### src/rtl/iob_round.sv
// iob_round: two-stage round-to-nearest-even of a normalized mantissa,
// with carry renormalization, inexact flag and exponent-overflow saturation.
module iob_round #(
   parameter int EXP_W  = 8,
   parameter int DATA_W = 32,
   parameter int MAN_W  = 24
) (
   input  logic             clk_i,
   input  logic             rst_n_i,
   input  logic             valid_i,
   output logic             ready_o,
   input  logic [EXP_W-1:0]  exp_i,
   input  logic [DATA_W-1:0] man_i,
   output logic             valid_o,
   input  logic             ready_i,
   output logic [EXP_W-1:0]  exp_o,
   output logic [MAN_W-1:0]  man_o,
   output logic             inexact_o,
   output logic             ovf_o
);

   localparam int LOW_W = DATA_W - MAN_W - 1;
   localparam logic [EXP_W-1:0] EXP_MAX = {1'b0, {(EXP_W-1){1'b1}}};
   localparam logic [MAN_W-1:0] MAN_ONE = {1'b1, {(MAN_W-1){1'b0}}};

   logic             v1;
   logic             v2;
   logic             adv1;
   logic             adv2;
   logic             take1;
   logic             take2;

   logic [MAN_W-1:0] kept1;
   logic [EXP_W-1:0] exp1;
   logic             inc1;
   logic             inx1;
   logic             zero1;

   logic [MAN_W-1:0] kept_n;
   logic             g_n;
   logic             s_n;

   logic [MAN_W:0]   sum;
   logic [MAN_W-1:0] man_n;
   logic [EXP_W-1:0] exp_n;
   logic             inx_n;
   logic             ovf_n;

   // A stage may advance when it is empty or its contents move on
   assign adv2    = ~v2 | ready_i;
   assign adv1    = ~v1 | adv2;
   assign ready_o = adv1;
   assign take1   = valid_i & adv1;
   assign take2   = v1 & adv2;
   assign valid_o = v2;

   assign kept_n = man_i[DATA_W-1 -: MAN_W];
   assign g_n    = man_i[LOW_W];
   assign s_n    = |man_i[LOW_W-1:0];

   always_ff @(posedge clk_i or negedge rst_n_i) begin
      if (!rst_n_i) begin
         v1    <= 1'b0;
         kept1 <= '0;
         exp1  <= '0;
         inc1  <= 1'b0;
         inx1  <= 1'b0;
         zero1 <= 1'b0;
      end else begin
         if (adv1) v1 <= valid_i;
         if (take1) begin
            kept1 <= kept_n;
            exp1  <= exp_i;
            inc1  <= g_n & (s_n | kept_n[0]);
            inx1  <= g_n | s_n;
            zero1 <= (man_i == '0);
         end
      end
   end

   assign sum = {1'b0, kept1} + {{MAN_W{1'b0}}, inc1};

   always_comb begin
      man_n = sum[MAN_W-1:0];
      exp_n = exp1;
      inx_n = inx1;
      ovf_n = 1'b0;
      if (zero1) begin
         man_n = '0;
         exp_n = '0;
         inx_n = 1'b0;
      end else if (sum[MAN_W]) begin
         // Carry-out: renormalize, or saturate at the largest exponent
         if (exp1 == EXP_MAX) begin
            man_n = '1;
            ovf_n = 1'b1;
         end else begin
            man_n = MAN_ONE;
            exp_n = exp1 + EXP_W'(1);
         end
      end
   end

   always_ff @(posedge clk_i or negedge rst_n_i) begin
      if (!rst_n_i) begin
         v2        <= 1'b0;
         exp_o     <= '0;
         man_o     <= '0;
         inexact_o <= 1'b0;
         ovf_o     <= 1'b0;
      end else begin
         if (adv2) v2 <= v1;
         if (take2) begin
            exp_o     <= exp_n;
            man_o     <= man_n;
            inexact_o <= inx_n;
            ovf_o     <= ovf_n;
         end
      end
   end

endmodule

### config.mk
export PLATFORM = sky130hd
export DESIGN_NAME = iob_round
export DESIGN_NICKNAME = d
export VERILOG_FILES = /design/src/rtl/iob_round.sv
export SDC_FILE = /design/constraint.sdc
export NUM_CORES = 1
export LEC_CHECK = 0
export CAP_MARGIN = 5
export CORE_MARGIN = 2
export CORE_UTILIZATION = 55
export CTS_CLUSTER_DIAMETER = 80
export DETAILED_ROUTE_END_ITERATION = 8
export DONT_BUFFER_PORTS = 1
export GPL_TIMING_DRIVEN = 0
export PLACE_DENSITY = 0.73
export SYNTH_ARGS = -nofsm -noshare
export SYNTH_HDL_FRONTEND = slang
export SYNTH_SLANG_ARGS = --single-unit
### constraint.sdc
create_clock -name clk_i -period 2.4 [get_ports clk_i]
set_input_delay 0 -clock clk_i [delete_from_list [all_inputs] [get_ports clk_i]]
set_output_delay 0 -clock clk_i [all_outputs]
set_load 0.02 [all_outputs]
==> run summary <==
clk slew on worst S/H paths -> 70 ps
Final min period -> 2240 ps
PwrDens -> 737 mW/mm^2
GR met2 Demand/Resource -> 37.7%
WS Path Type -> reg2reg
Via-to-Cell Ratio -> 5.98
post-synthesis cell area -> 0.00352 sq mm
slowest stage cell, crit path -> dfrtp_1
die height -> 84.0 um
final setup violation count -> 0
Synth Warn # -> 0
reg2reg start -> kept1[0]
clk_lat worst skew -> 330 ps
Layout Skew -> 4.40 ps
Inserted Diodes -> 0
Initial Util -> 56.1%
clock buffer depth -> 2
Total GRT Usage -> 24.9%
Slew @ Worst Pin -> 576 ps
met1 Usage GRT -> 35.1%
outcome -> complete, no violations
first-pass GRT wire length -> 13900 um
IR drop worst, VDD -> 0.424 mV
WL final -> 8220 um
# rows -> 29
area leader, netlist -> dfrtp_1
Synth cell types -> 45
Hold WC Path Type -> in2reg
Final ANT Viol Nets -> 0
syn_area_per_cell -> 10.4 sq um
Crit Path Max Fanout -> 5
hold path endpoint -> zero1
TritonCTS clock tree -> built
H-tree Lvls -> 3
final hold vios -> 0
DR pass1 iterations -> 4
Filler Cell Count -> 516
Final Hold Slack -> 20.7 ps
CTS root buffer -> clkbuf_8
vias in the first global route -> 2707
sequential share of the synthesized area -> 50.5%
leak pwr -> 1.78 nW
share of the synthesized area in the top cell type -> 50.5%
arrival time worst endpoint -> 2460 ps
Worst Setup Start Kind -> register
Detailed Place HPWL -> 5890 um
nets -> 440
unrepaired setup endpoints after global routing -> false
# clock sinks -> 71
Power, Total -> 3.13 mW
largest delay contributor family on the critical path -> simple AND/OR/NAND/NOR gates
Syn Inst Count -> 340
synth top area cells -> dfrtp_1 (50%), mux2_2 (10%), nand2_1 (5.3%)
global-route met3 utilization -> 5.64%
full die area -> 0.00706 sq mm
final worst slack -> 160 ps
Cell Chain, Critical Path -> ha_1 -> ha_1 -> nand4_1 -> buf_4 -> nor4_2 -> and2_2 -> a21oi_1 -> a22o_1
Worst EP required -> 2620 ps
Ports -> 80
Min-Delay Startpoint -> man_i[28]
drt drc -> 0
grt ovf -> 0
area delta synth->final -> 20.6%
1st-iter DRT viols -> 175
Die W -> 84.0 um
core footprint -> 0.00628 sq mm
Crit. End Element -> register
worst stage delay on the critical path -> 360 ps
Post-synth ARST share -> 100%
synthesized net count -> 387
Vias -> 2836
Inserted Clock Buffers -> 9
Post-synth EDFFs -> 0
#FFs+latches synth -> 71
Routed WL per cell -> 17.3 um
max_slew headroom -> 61.6%
initial antenna violation count -> 0
Max Slew Vio Count -> 0
r2r endpoint -> man_o[7]
largest net degree at the start of global routing -> 72
GR peak layer -> met2
R2R setup slack -> 160 ps
ys flop type -> dfrtp_1
GPL Wtd Cong -> 0.859
R2R depth -> 8
cell mode on critical path -> ha_1
hold path cells -> 4
pre-CTS WS -> -134 ps
max_cap viols -> 0
Fmax achieved -> 0.446 GHz
Buf/Inv on CP -> 1
input/output buffers -> 0
period utilization -> 93.3%
layout cells sized above 1 -> 16.6%
-- layout make-up --
| type | instances | area [sq um] | area share [%] |
|---|---|---|---|
| inverters | 3 | 11.3 | 0.265 |
| repair buffers | 42 | 435 | 10.3 |
| plain buffers | 15 | 78.8 | 1.86 |
| multi-input cells | 251 | 1690 | 39.8 |
| flip-flops and latches | 71 | 1780 | 41.9 |
| well taps | 77 | 96.3 | 2.27 |
| clock buffers | 14 | 153 | 3.60 |
| clock inverters | 1 | 5.00 | 0.118 |
-- registers in the layout (all words and copies together), names as in the netlist --
signal,cells
kept1,24
man_o,24
exp1,8
exp_o,8
inc1,1
inexact_o,1
inx1,1
ovf_o,1
v1,1
valid_o,1
zero1,1
-- worst reg2reg max path, cell delays in order, from the launching register on --
cell     delay [ps]
dfrtp_1         360
ha_1            230
ha_1            240
nand4_1         100
buf_4           180
nor4_2          350
and2_2          280
a21oi_1         160
a22o_1          220
-- placed cells by master, fill, tap and decap left out, types with 3 or more instances in the layout --
cell type,instances
and3_1,3
a22o_1,5
dfrtp_1,71
nor3_1,5
nand3_1,11
a21oi_1,4
nor4_1,10
o21ai_0,21
mux2_2,32
a31oi_1,5
nand2b_1,4
nor2_1,19
ha_1,3
buf_4,3
buf_2,5
or3_1,5
nand4_1,11
o21ai_1,14
xnor2_1,6
nand2_1,50
dlygate4sd3_1,40
inv_1,3
clkbuf_1,10
xor2_1,8
and4_1,4
clkbuf_8,10
mux2i_1,5
-- synthesized netlist by cell type, drive strengths merged (3+ instances only) --
cell    instances
dfrtp          71
nand2          51
o21ai          35
mux2           32
nor2           20
nand4          13
nor4           13
nand3          11
buf             8
xor2            8
clkbuf          7
or3             6
xnor2           6
a22o            5
a31oi           5
mux2i           5
nor3            5
a21oi           4
and4            4
nand2b          4
and3            3
ha              3
inv             3
-- worst max-delay path by stage --
| stage | end | slack (ps) | cells past startpoint | start |
|---|---|---|---|---|
| floorplan | man_o[17] | 400 | 8 | kept1[0] |
| global placement | man_o[21] | -60 | 8 | inc1 |
| detailed placement | man_o[21] | -130 | 8 | inc1 |
| CTS | kept1[12] | 110 | 6 | valid_o |
| global route | man_o[22] | 8 | 9 | inc1 |
| finish | man_o[7] | 160 | 8 | kept1[0] |
-- routing by layer --
layer	share of wire, %	wire (um)	vias up
met5	0	0	-
met4	1.7	142	0
met3	6.2	512	14
met2	47	3830	98
met1	45	3730	1372
li1	-	-	1352
-- through the flow --
step           instance area [sq um]  instances  TNS (ps)  utilization [%]
3_5_place_dp                    3620        417     -1220             57.6
3_3_place_gp                    3620        417      -446             57.6
2_1_floorplan                   3520        340         0                -
5_1_grt                         4250        474         0             67.6
4_1_cts                         4220        474         0             67.3
6_report                        4250        474         0             67.6
-- power breakdown --
part | internal (mW) | switching [mW]
combinational | 0.273 | 0.281
clock | 0.398 | 0.395
sequential | 1.41 | 0.374
-- logic make-up (layout without fill, tap and decap cells) --
kind of cell             Yosys count  in the layout  share of synthesized area [%]
AO/OA/AOI/OAI                     61             61                           10.7
adder cells (fa/ha/maj)            3              3                           1.07
flip-flops                        71             71                           50.5
AND/OR/NAND/NOR                  136            136                           20.1
buffers and inverters             18             75                           2.52
multiplexers                      37             37                           11.7
XOR/XNOR                          14             14                           3.48
-- what timing repair did --
| action | CTS | global route |
|---|---|---|
| hold buffers | 41 | 0 |
| gates resized for setup | 3 | 6 |
| pin swaps | 1 | 0 |
| buffers inserted | 1 | 0 |
| setup endpoints to repair | 14 | 28 |
| hold endpoints to repair | 108 | 0 |
Power figures use the tool's default switching activity.
